### config.mk
export PLATFORM = sky130hd
export DESIGN_NAME = control_unit
export DESIGN_NICKNAME = d
export VERILOG_FILES = /design/src/rtl/control_unit_pkg.sv /design/src/rtl/cu_decode.sv /design/src/rtl/control_unit.sv
export SDC_FILE = /design/constraint.sdc
export NUM_CORES = 1
export LEC_CHECK = 0
export ABC_AREA = 1
export BUFFER_PORTS_ARGS = -buffer_cell sky130_fd_sc_hd__buf_2
export CORE_MARGIN = 8
export CORE_UTILIZATION = 45
export CTS_BUF_LIST = sky130_fd_sc_hd__clkbuf_4
export CTS_CLUSTER_DIAMETER = 40
export CTS_CLUSTER_SIZE = 28
export DETAILED_ROUTE_END_ITERATION = 7
export PLACE_DENSITY = 0.78
export SLEW_MARGIN = 20
export SYNTH_ARGS = -nofsm -noshare
export SYNTH_HDL_FRONTEND = slang
export SYNTH_SLANG_ARGS = --single-unit
### constraint.sdc
create_clock -name CLK -period 1.28 [get_ports CLK]
set_input_delay 0.256 -clock CLK [delete_from_list [all_inputs] [get_ports CLK]]
set_output_delay 0.256 -clock CLK [all_outputs]
set_load 0.01 [all_outputs]
### src/rtl/control_unit_pkg.sv
// Shared definitions for the control unit and its datapath:
// opcodes, FSM state encoding, instruction layout and CW bit positions.
package control_unit_pkg;

    localparam int CW_W = 13;

    // Control word field positions, shared with the datapath.
    localparam int CW_DA_LSB = 11;
    localparam int CW_AA_LSB = 9;
    localparam int CW_BA_LSB = 7;
    localparam int CW_MB     = 6;
    localparam int CW_FS_LSB = 2;
    localparam int CW_MD     = 1;
    localparam int CW_RW     = 0;

    // Opcodes; 8..15 are reserved and decode as NOP.
    localparam logic [3:0] OP_NOP  = 4'd0;
    localparam logic [3:0] OP_ALUR = 4'd1;
    localparam logic [3:0] OP_ALUI = 4'd2;
    localparam logic [3:0] OP_LD   = 4'd3;
    localparam logic [3:0] OP_ST   = 4'd4;
    localparam logic [3:0] OP_JMP  = 4'd5;
    localparam logic [3:0] OP_BRZ  = 4'd6;
    localparam logic [3:0] OP_HALT = 4'd7;

    typedef enum logic [1:0] {
        ST_FETCH  = 2'd0,
        ST_EXEC   = 2'd1,
        ST_LDWAIT = 2'd2,
        ST_HALT   = 2'd3
    } state_e;

    // Instruction layout; the low nibble is either BA (upper two bits)
    // or the 4-bit immediate, depending on the opcode.
    typedef struct packed {
        logic [3:0] op;
        logic [3:0] fs;
        logic [1:0] da;
        logic [1:0] aa;
        logic [3:0] low;
    } instr_t;

    // Assemble a control word from its fields.
    function automatic logic [CW_W-1:0] make_cw(
        input logic [1:0] da,
        input logic [1:0] aa,
        input logic [1:0] ba,
        input logic       mb,
        input logic [3:0] fs,
        input logic       md,
        input logic       rw
    );
        logic [CW_W-1:0] w;
        w                    = '0;
        w[CW_DA_LSB +: 2]    = da;
        w[CW_AA_LSB +: 2]    = aa;
        w[CW_BA_LSB +: 2]    = ba;
        w[CW_MB]             = mb;
        w[CW_FS_LSB +: 4]    = fs;
        w[CW_MD]             = md;
        w[CW_RW]             = rw;
        return w;
    endfunction

endpackage

### src/rtl/cu_decode.sv
// Combinational decode of (state, IR, A-bus) into the datapath control
// word, constant, memory write enable and branch-taken flag.
module cu_decode
    import control_unit_pkg::*;
(
    input  state_e            state_i,
    input  logic [15:0]       ir_i,
    input  logic [3:0]        a_val_i,
    output logic [CW_W-1:0]   cw_o,
    output logic [3:0]        cn_o,
    output logic              mw_o,
    output logic              branch_o
);

    instr_t     ir;
    logic [1:0] ba;
    logic       a_zero;

    assign ir     = instr_t'(ir_i);
    assign ba     = ir.low[3:2];
    assign a_zero = (a_val_i == 4'd0);

    // Outputs are all-zero unless the state/opcode pair enables a field.
    always_comb begin
        cw_o     = '0;
        cn_o     = 4'd0;
        mw_o     = 1'b0;
        branch_o = 1'b0;
        case (state_i)
            ST_EXEC: begin
                case (ir.op)
                    OP_ALUR: begin
                        cw_o = make_cw(ir.da, ir.aa, ba, 1'b0,
                                       ir.fs, 1'b0, 1'b1);
                    end
                    OP_ALUI: begin
                        cw_o = make_cw(ir.da, ir.aa, 2'b00, 1'b1,
                                       ir.fs, 1'b0, 1'b1);
                        cn_o = ir.low;
                    end
                    OP_LD: begin
                        // Address goes out now; write-back waits for
                        // the synchronous memory in LDWAIT.
                        cw_o = make_cw(2'b00, ir.aa, 2'b00, 1'b0,
                                       4'd0, 1'b1, 1'b0);
                    end
                    OP_ST: begin
                        cw_o = make_cw(2'b00, ir.aa, ba, 1'b0,
                                       4'd0, 1'b0, 1'b0);
                        mw_o = 1'b1;
                    end
                    OP_JMP: begin
                        branch_o = 1'b1;
                    end
                    OP_BRZ: begin
                        cw_o     = make_cw(2'b00, ir.aa, 2'b00, 1'b0,
                                           4'd0, 1'b0, 1'b0);
                        branch_o = a_zero;
                    end
                    default: begin
                    end
                endcase
            end
            ST_LDWAIT: begin
                cw_o = make_cw(ir.da, ir.aa, 2'b00, 1'b0,
                               4'd0, 1'b1, 1'b1);
            end
            default: begin
            end
        endcase
    end

endmodule

### src/rtl/control_unit.sv
// Multi-cycle control unit: FETCH / EXEC / LDWAIT / HALT sequencer that
// owns PC, IR and state and drives the datapath through cu_decode.
module control_unit
    import control_unit_pkg::*;
(
    input  logic              CLK,
    input  logic              RST,
    input  logic [15:0]       INSTR,
    input  logic [3:0]        A_VAL,
    output logic [3:0]        PC,
    output logic [CW_W-1:0]   CW,
    output logic [3:0]        CN,
    output logic              MW,
    output logic              HALTED
);

    state_e      state_q, state_d;
    logic [3:0]  pc_q, pc_d;
    logic [15:0] ir_q, ir_d;
    logic        branch;
    instr_t      ir;

    assign ir = instr_t'(ir_q);

    cu_decode u_decode (
        .state_i  (state_q),
        .ir_i     (ir_q),
        .a_val_i  (A_VAL),
        .cw_o     (CW),
        .cn_o     (CN),
        .mw_o     (MW),
        .branch_o (branch)
    );

    // State, PC and IR registers with synchronous reset.
    always_ff @(posedge CLK) begin
        if (RST) begin
            state_q <= ST_FETCH;
            pc_q    <= 4'd0;
            ir_q    <= 16'd0;
        end else begin
            state_q <= state_d;
            pc_q    <= pc_d;
            ir_q    <= ir_d;
        end
    end

    // Next-state logic; a taken branch replaces the PC already
    // incremented during FETCH.
    always_comb begin
        state_d = state_q;
        pc_d    = pc_q;
        ir_d    = ir_q;
        case (state_q)
            ST_FETCH: begin
                ir_d    = INSTR;
                pc_d    = pc_q + 4'd1;
                state_d = ST_EXEC;
            end
            ST_EXEC: begin
                if (branch) begin
                    pc_d = ir.low;
                end
                if (ir.op == OP_LD) begin
                    state_d = ST_LDWAIT;
                end else if (ir.op == OP_HALT) begin
                    state_d = ST_HALT;
                end else begin
                    state_d = ST_FETCH;
                end
            end
            ST_LDWAIT: begin
                state_d = ST_FETCH;
            end
            default: begin
                state_d = ST_HALT;
            end
        endcase
    end

    assign PC     = pc_q;
    assign HALTED = (state_q == ST_HALT);

endmodule

Word-level counts from Yosys, hierarchy flattened
Index checks and enable logic that the tools add are counted.
{"block": "word_totals", "reg_bits": 22, "input_bits": 22, "output_inout_bits": 23}
{"block": "classes", "addsub": 1, "eq_ne": 11, "mux": 13, "reduce_logical": 4}
{"cell": "13-bit case mux with 5 select lines", "n": 1}
{"cell": "13-bit case mux with 2 select lines", "n": 1}
{"cell": "4-bit by 3-bit == test with 1-bit output (second input constant)", "n": 4}
{"cell": "4-bit 2-to-1 mux", "n": 3}
{"cell": "4-bit by 2-bit == test with 1-bit output (second input constant)", "n": 2}
{"cell": "4-bit case mux with 2 select lines", "n": 1}
{"cell": "2-bit case mux with 3 select lines", "n": 1}
{"cell": "4-bit by 1-bit adder with 4-bit output (second input constant)", "n": 1}
{"cell": "2-bit == test (second input constant)", "n": 2}
{"cell": "4-bit by 1-bit == test with 1-bit output (second input constant)", "n": 1}
{"cell": "4-bit zero test", "n": 1}
{"cell": "2-bit 2-to-1 mux", "n": 2}
{"cell": "1-bit 2-to-1 mux", "n": 3}
{"cell": "2-bit by 1-bit == test with 1-bit output (second input constant)", "n": 1}
{"cell": "2-bit zero test", "n": 1}
{"cell": "2-bit inequality test (second input constant)", "n": 1}
{"cell": "1-bit case mux with 2 select lines", "n": 1}
{"cell": "2-bit AND reduction", "n": 1}
{"cell": "2-bit nonzero test", "n": 1}

Longest topological paths before layout
Gate-level depths: netlist of run 1.
{"block": "depth", "depth_word": 5, "mapped_depth": 9}

Modules after synthesis
Synthesis of run 1 repeated with hierarchy kept, for this count alone.
{"block": "hier_totals", "hier_cells": 186, "area_unflattened_um2": 1197.4}
{"mod": "control_unit", "n_inst": 1, "cells_each": 117, "area_per_inst_um2": 893.4, "seq_area_each_um2": 440.4}
{"mod": "cu_decode", "n_inst": 1, "cells_each": 69, "area_per_inst_um2": 304.0, "seq_area_each_um2": 0.0}

Least setup slack after synthesis of run 1
OpenSTA, ideal clock, no wires.
{"block": "synth_path", "path_kind": "register to output", "start": "reg state_q[0]", "end": "out CW[11]", "arrival_time_ps": 1194, "required_ps": 1024, "setup_slack_ps": -170, "stages_incl_launch_ff": 9, "cell_sequence": "dfxtp_1 inv_1 ha_1 nand2_1 a21oi_2 inv_2 nand2_4 nand2_1 inv_1"}
{"block": "synth_via", "elab_chain_cells": 2}
{"element": "from (decl)", "line_no": "control_unit.sv:17", "source": "state_e state_q, state_d;"}
{"element": "from (signal assigned)", "line_no": "control_unit.sv:42", "source": "state_q <= state_d;"}
{"element": "2-bit == test / 2-bit by 1-bit == test with 1-bit output (equally long branches)", "line_no": "cu_decode.sv:29", "source": "case (state_i)"}
{"element": "13-bit case mux with 2 select lines *", "line_no": "cu_decode.sv:29"}
{"element": "to (decl)", "line_no": "control_unit.sv:11", "source": "output logic [CW_W-1:0] CW,"}
Mark *: on every way between the ends. The rest lies on a longest branch, timed or not.

Worst setup path in the final report of run 1
Same ends and word-level chain as after synthesis.

==> metrics, run 1 <==
most used cell, CP=inv_2; P_sw=0.565 mW; r2r setup slk=-230 ps; Reg2Reg Launch Point=state_q[0]$_SDFF_PP0_; worst slew pin tran=234 ps; # DRC=0; Crit path buffers/inverters=4; skew final=5.73 ps; post-route insts no fill=267; final worst-path cycle share=141%; Die Y-Extent=66.8 um; flop and latch count out of synthesis=22; reg-to-reg endpoint=PC[1]$_SDFFE_PP0P_; syn_nets=197; dpl cells=259; RSZ-0062 raised after global routing=yes; Reg power frac=48.4%; Worst EP arrival=1550 ps; Core Region=0.00245 mm^2; failing checks=negative setup slack; Area contributors post-synth=dfxtp_1, nor2_1, o21ai_0; share of post-route cells with drive strength above 1=49.4%; Slew headroom=84.3%; Leak=0.914 nW; clk buf depth=2; total grt overflow=0; detailed-route via count=1385; final wirelength=3780 um; clk sink count=22; CTS H-tree lvls=1; # rows=18; Req. time, crit path=1020 ps; Yosys top cell by area=dfxtp_1; status=complete, but fails checks; Final Max Tran Viols=0; Iter 0 DRT Violations=75; Synth Area per Inst=6.83 um^2; Crit path largest cell delay=380 ps; worst setup path category=reg -> out; P per Cell Area=916 mW/mm^2; Levels on crit path=8; Hold-fix buffers, CTS=0; Die ar.=0.00446 mm^2; largest net degree at the start of global routing=14; Syn Inst Count=170; fin worst setup slack=-528 ps; worst-path cell chain=inv_2 > buf_4 > ha_1 > nand2_1 > nand2_4 > nand2_2 > inv_2 > buf_6; clk slew on worst S/H paths=110 ps; CTS tree=yes; CP Capture Point=CW[11]; Layout fillers=188; total CTS buffers=3; routed len/inst=14.2 um; Netlist Area Pre-Place=0.00116 mm^2; total track usage=14.6%; final setup fails=26; max cap viols=0; cells on worst reg2reg path=10; Final min period=1810 ps; CP Capture Type=output port; clk root buf=clkbuf_4; Final #Nets=266; Antenna Nets Post-Route=0; via/cell ratio=5.19; first-pass GRT wire length=5240 um; launch point of the worst path=state_q[0]$_SDFF_PP0_; Worst Path Max Fanout=3; endpoints failing hold=0; worst skew pair latency=310 ps; Ys Warns=0; I/O Buffers=44; Int Pwr=1.11 mW; Yosys cell types=23; Worst Hold Class=in -> reg; slowest CP cell=dfxtp_4; num ports=45; switching share of total power=33.7%; Worst Hold Path Cells=2; number of diodes=0; vias in the first global route=1224; critical path's top delay family=flip-flops; Worst IR Drop VDD=951 uV; post-synthesis sequential area ratio=37.9%; fmax=0.553 GHz; Synth top area share=37.9%; Final HPWL DP=2450 um; initial antenna violation count=0; Die Span X=66.8 um; Worst setup SP type=register; Logic pwr share=32.4%; placer congestion estimate=0.847; Final Total Pwr=1.68 mW; clock network power share=19.2%; initial core utilization=47.3%; first drt pass iteration count=4; area grow syn2layout=57.7%
==> cell usage in the layout, fill, tap and decap left out, drive strengths merged <==
cell type   n
a21oi      14
a31oi       2
buf        70
clkbuf      3
dfxtp      22
ha          5
inv        20
nand2      27
nand3      11
nand4       2
nor2       39
nor3        1
nor3b       1
o21a        1
o21ai      18
o31ai       1
==> cell families (layout without fill, tap and decap cells) <==
kind of cell	count (synthesis)	count (layout)	share of synthesized area, %
compound gates	36	36	16.5
fa+ha+maj	5	5	5.39
buf+inv	26	93	8.84
flops	22	22	37.9
simple gates	81	81	31.4
==> routing by layer <==
layer	vias to the layer above	part of all wire, %	GRT usage (%)
li1	680	-	-
met5	-	0	0
met1	637	39	17.4
met2	56	51	25.1
met3	12	7.5	3.86
met4	0	2.8	4.00
==> layout make-up <==
class	count	area [um^2]	share of cell area (%)
inverters	20	82.6	4.51
flip-flops and latches	22	454	24.8
repair buffers	70	454	24.8
clock buffers	3	22.5	1.23
well taps	30	37.5	2.05
multi-input cells	122	779	42.6
==> worst min-delay path by stage <==
stage | slack, ps | from | to
CTS | 110 | RST | state_q[0]$_SDFF_PP0_
detailed placement | 450 | ir[8]$_SDFFE_PP0P_ | ir[8]$_SDFFE_PP0P_
floorplan | 320 | RST | state_q[0]$_SDFF_PP0_
global placement | 440 | ir[9]$_SDFFE_PP0P_ | ir[9]$_SDFFE_PP0P_
global route | 110 | RST | state_q[0]$_SDFF_PP0_
finish | 120 | RST | state_q[0]$_SDFF_PP0_
==> cell usage after synthesis <==
library cell and number:
nor3_1 1, a31oi_1 2, nand3_1 11, a21oi_1 13
inv_1 18, nor2_8 1, a21oi_2 1, inv_2 2
buf_4 1, buf_2 1, ha_1 5, nor3b_1 1
nand2_2 2, nor2_1 37, nand2_4 1, nand2_1 24
o21a_1 1, clkbuf_1 4, nand4_1 2, o21ai_0 18
dfxtp_1 22, nor2_4 1, o31ai_1 1
==> power groups by stage <==
stage,clock [mW],sequential [mW],combinational (mW)
2_1_floorplan,0,0.817,0.237
3_3_place_gp,0,0.815,0.405
3_5_place_dp,0,0.817,0.411
4_1_cts,0.322,0.802,0.422
5_1_grt,0.360,0.820,0.592
6_report,0.322,0.810,0.543
==> sequential cells by signal (all words and copies together) (netlist names) <==
register  cells
PC            4
ir           16
state_q       2
==> metrics by stage <==
stage	cell area (um^2)	setup TNS [ps]	worst slack [ps]	hold WS, ps	utilization [%]
2_1_floorplan	1190	-252	-56.3	318	-
3_3_place_gp	1580	-2700	-210	442	64.2
3_5_place_dp	1580	-3160	-253	448	64.2
4_1_cts	1630	-8480	-520	113	66.4
5_1_grt	1830	-11110	-611	115	74.6
6_report	1830	-9310	-528	116	74.6
==> what timing repair did <==
action / in CTS / in global routing
setup endpoints to repair: 25 / 25
pin swaps: 4 / 15
resized for setup: 6 / 45
setup buffers: 1 / 4
(Power assumes the default switching activity.)
==> inputs of run 2 (changes only) <==
--- a/config.mk
+++ b/config.mk
@@ -13,6 +13,7 @@
 export CTS_CLUSTER_DIAMETER = 40
 export CTS_CLUSTER_SIZE = 28
 export DETAILED_ROUTE_END_ITERATION = 7
+export MAX_ROUTING_LAYER = met4
 export PLACE_DENSITY = 0.78
 export SLEW_MARGIN = 20
 export SYNTH_ARGS = -nofsm -noshare
==> metrics, run 2 (synthesis gave the netlist of run 1 again) <==
Die Span X=66.8 um; max reg flops=16; skew final=8.14 ps; via/cell ratio=5.18; clk slew on worst S/H paths=110 ps; I/O Buffers=44; detailed-route via count=1383; final hold slack=118 ps; fin worst setup slack=-527 ps; first drt pass iteration count=4; post-route insts no fill=267; Worst EP arrival=1550 ps; initial antenna violation count=0; Design Area, Final=0.00183 mm^2; Worst IR Drop VDD=957 uV; Leak=0.914 nW; Hold Path Origin=RST; total CTS buffers=3; Layout fillers=188; max cap viols=0; total track usage=15.1%; number of diodes=0; Core Region=0.00245 mm^2; clk buf depth=2; Reg2Reg Launch Point=state_q[0]$_SDFF_PP0_; first-pass GRT wire length=5230 um; routed len/inst=14.2 um; multi-input logic area=779 um^2; CTS tree=yes; P per Cell Area=917 mW/mm^2; CTS H-tree lvls=1; initial core utilization=47.3%; most frequent cells in the layout=buf_2, nor2_1, buf_4; Worst Hold Path Cells=2; failing checks=negative setup slack; Worst setup SP type=register; reg-to-reg endpoint=PC[1]$_SDFFE_PP0P_; final setup fails=26; Antenna Nets Post-Route=0; worst skew pair latency=310 ps; clk sink count=22; Final #Nets=266; Hold EP=state_q[0]$_SDFF_PP0_; Final min period=1810 ps; # DRC=0; most common cell after layout, fill and taps aside=buf_2; Slew headroom=84.7%; CP Capture Type=output port; Final HPWL DP=2450 um; Iter 0 DRT Violations=73; Final Max Tran Viols=0; final worst-path cycle share=141%; Worst Hold Class=in -> reg; clk root buf=clkbuf_4; num ports=45; r2r setup slk=-230 ps; dpl cells=259; worst slew pin tran=229 ps; worst setup path category=reg -> out; final wirelength=3800 um; fin util=74.6%; placer congestion estimate=0.861; share of post-route cells with drive strength above 1=49.4%; Cell Area, Placed=0.00158 mm^2; vias in the first global route=1225; status=complete, but fails checks; register area=454 um^2; Die ar.=0.00446 mm^2; fmax=0.554 GHz; Die Y-Extent=66.8 um; dpl ws=-253 ps; largest net degree at the start of global routing=14; RSZ-0062 raised after global routing=yes; total grt overflow=0; # rows=18; Worst Path Max Fanout=3; cells on worst reg2reg path=10; Req. time, crit path=1020 ps; endpoints failing hold=0; area grow syn2layout=57.7%
## run 2: cell counts in the layout (fill, tap and decap cells not counted)
No cell type changed its count.
## run 2: through the flow
stage / setup TNS (ps) / total power [mW]
after floorplan: -252 / 1.05
after global placement: -2700 / 1.22
after detailed placement: -3160 / 1.23
after CTS: -8480 / 1.55
after global routing: -11120 / 1.77
final: -9260 / 1.68
## run 2: timing repair
action | 4_1_cts | 5_1_grt
gates resized for setup | 6 | 45
hold buffers | 0 | 0
buffers inserted | 1 | 4
endpoints found under the setup margin | 25 | 25
pin swaps | 4 | 15
cloned | 0 | 0
## run 2: layer usage
layer / track usage [%] / wire (um) / vias to the layer above / part of all wire (%)
met2: 25.1 / 1890 / 67 / 50
met3: 2.68 / 258 / 14 / 6.8
li1: - / - / 682 / -
met5: - / 0 / - / 0
met4: 4.00 / 114 / 0 / 3.0
met1: 18.1 / 1530 / 620 / 40
## run 2: worst max-delay path, stage by stage, from the launching register on
cell and delay (ps):
dfxtp_4 380, inv_2 50, buf_4 120, ha_1 240, nand2_1 170, nand2_4 80
nand2_2 60, inv_2 40, buf_6 110
## run 2: cell type report
| cell class | instances | share of cell area, % |
|---|---|---|
| multi-input combinational | 122 | 42.6 |
| timing repair buffer | 70 | 24.8 |
| tap | 30 | 2.05 |
| inverter | 20 | 4.51 |
| clock buffer | 3 | 1.23 |
| sequential | 22 | 24.8 |
## run 2: where the power goes
part	switching (mW)	leakage (nW)	internal (mW)
Combinational	0.292	0.715	0.252
Clock	0.214	0.0138	0.110
Sequential	0.0609	0.185	0.749
Total	0.566	0.914	1.11
## run 2: how the worst max path moves through the flow
stage                     depth (start not counted)                  start     end  slack (ps)
final                                             8  state_q[0]$_SDFF_PP0_  CW[11]        -530
after global routing                              9  state_q[1]$_SDFF_PP0_  CW[11]        -610
after CTS                                         9  state_q[0]$_SDFF_PP0_  CW[12]        -520
after detailed placement                          9  state_q[1]$_SDFF_PP0_  CW[11]        -250
after global placement                            9  state_q[1]$_SDFF_PP0_  CW[11]        -210
after floorplan                                   8  state_q[0]$_SDFF_PP0_  CW[11]         -60
==> inputs of run 3 (changes only) <==
--- a/config.mk
+++ b/config.mk
@@ -8,13 +8,13 @@
 export ABC_AREA = 1
 export BUFFER_PORTS_ARGS = -buffer_cell sky130_fd_sc_hd__buf_2
 export CORE_MARGIN = 8
-export CORE_UTILIZATION = 45
+export CORE_UTILIZATION = 50
 export CTS_BUF_LIST = sky130_fd_sc_hd__clkbuf_4
 export CTS_CLUSTER_DIAMETER = 40
 export CTS_CLUSTER_SIZE = 28
 export DETAILED_ROUTE_END_ITERATION = 7
 export MAX_ROUTING_LAYER = met4
-export PLACE_DENSITY = 0.78
+export PLACE_DENSITY = 0.82
 export SLEW_MARGIN = 20
 export SYNTH_ARGS = -nofsm -noshare
 export SYNTH_HDL_FRONTEND = slang
==> constraint.sdc (replaced) <==
create_clock -name CLK -period 1.9 [get_ports CLK]
set_input_delay 0.38 -clock CLK [delete_from_list [all_inputs] [get_ports CLK]]
set_output_delay 0.38 -clock CLK [all_outputs]
set_load 0.01 [all_outputs]
==> metrics, run 3 (synthesis gave the netlist of run 1 again) <==
initial core utilization=52.5%; Slew headroom=64.8%; RSZ-0062 raised after global routing=yes; failing checks=negative setup slack; register area=455 um^2; clk root buf=clkbuf_4; Reg2Reg Launch Point=state_q[0]$_SDFF_PP0_; Crit path largest cell delay=370 ps; multi-input logic area=679 um^2; Layout fillers=197; post-route insts no fill=246; r2r setup slk=440 ps; slowest CP cell=dfxtp_2; I/O Buffers=44; # DRC=0; Final Total Pwr=1.17 mW; Core Region=0.00221 mm^2; Final Max Tran Viols=0; most frequent cells in the layout=buf_2, nor2_1, nand2_1; via/cell ratio=5.24; placer congestion estimate=0.837; total CTS buffers=3; P per Cell Area=750 mW/mm^2; max reg flops=16; Final min period=2000 ps; endpoints failing hold=0; first drt pass iteration count=4; fin worst setup slack=-99.3 ps; worst setup path category=reg -> out; Worst Hold Class=in -> reg; Iter 0 DRT Violations=54; initial antenna violation count=0; status=complete, but fails checks; Post-Route Setup TNS=-160 ps; clk sink count=22; CP Capture Type=output port; CP Capture Point=CN[0]; clk buf depth=2; total grt overflow=0; Worst Path Max Fanout=6; Worst setup SP type=register; share of post-route cells with drive strength above 1=37.2%; Worst IR Drop VDD=569 uV; clk slew on worst S/H paths=140 ps; skew final=8.06 ps; Req. time, crit path=1520 ps; CTS H-tree lvls=1; most common cell after layout, fill and taps aside=buf_2; Die Y-Extent=64.2 um; final wirelength=3530 um; Leak=0.804 nW; CTS tree=yes; final setup fails=6; largest net degree at the start of global routing=21; total track usage=15.9%; cells on worst reg2reg path=8; Final HPWL DP=2430 um; worst slew pin tran=528 ps; final worst-path cycle share=105%; # rows=17; reg-to-reg endpoint=PC[0]$_SDFFE_PP0P_; fmax=0.500 GHz; Final #Nets=246; num ports=45; area grow syn2layout=34.6%; routed len/inst=14.3 um; Die ar.=0.00412 mm^2; Worst EP arrival=1620 ps; first-pass GRT wire length=5290 um; vias in the first global route=1209; Hold Path Origin=RST; detailed-route via count=1289; dpl cells=237; final hold slack=259 ps; Die Span X=64.2 um; worst skew pair latency=310 ps; worst-path cell chain=buf_4 > ha_4 > clkbuf_2 > nand2_1 > nor2_1 > buf_2; Antenna Nets Post-Route=0; max cap viols=0; number of diodes=0; dpl ws=116 ps; launch point of the worst path=state_q[0]$_SDFF_PP0_
run 3: changes by cell type in the layout (fill, tap and decap cells not counted), sizes merged:
cell and delta:
bufinv +1, buf -21, clkbuf +1
run 3: worst max-delay path: cells and delay by family, from the launching register on:
kind	cells	cell delay, ps
flops	1	370
buf+inv	3	460
fa+ha+maj	1	180
simple gates	2	300
run 3: worst min path at each step:
stage / end / slack, ps / cells past startpoint
6_report: state_q[1]$_SDFF_PP0_ / 260 / 2
5_1_grt: state_q[1]$_SDFF_PP0_ / 230 / 2
4_1_cts: state_q[1]$_SDFF_PP0_ / 250 / 2
3_5_place_dp: ir[8]$_SDFFE_PP0P_ / 450 / 2
3_3_place_gp: ir[9]$_SDFFE_PP0P_ / 440 / 2
2_1_floorplan: ir[9]$_SDFFE_PP0P_ / 430 / 2
run 3: repair_timing:
item / in CTS / in global routing
resized for setup: 12 / 15
cloned: 0 / 0
setup buffers: 3 / 2
hold buffers: 0 / 0
endpoints found under the setup margin: 11 / 12
pin swaps: 1 / 4
run 3: through the flow:
stage	cell area [um^2]	utilization, %
after floorplan	1160	-
after global placement	1400	63.1
after detailed placement	1400	63.1
after CTS	1510	68.1
after global routing	1560	70.6
final	1560	70.6
run 3: cell type report:
type / count / share of cell area, %
inverter: 20 / 4.96
sequential: 22 / 29.1
tap: 28 / 2.24
clock inverter: 1 / 1.92
timing repair buffer: 50 / 16.8
multi-input combinational: 122 / 43.5
clock buffer: 3 / 1.44
run 3: metal layers:
metal	share of wire [%]	up-vias	track usage [%]
li1	-	642	-
met1	43	574	17.4
met2	48	61	27.0
met3	5.6	12	3.83
met4	3.1	0	6.54
met5	0	-	-
run 3: power by group:
group / internal (mW) / leakage, nW / switching [mW]
registers: 0.505 / 0.186 / 0.0422
logic: 0.108 / 0.590 / 0.153
clock network: 0.213 / 0.0279 / 0.150
total: 0.826 / 0.804 / 0.345
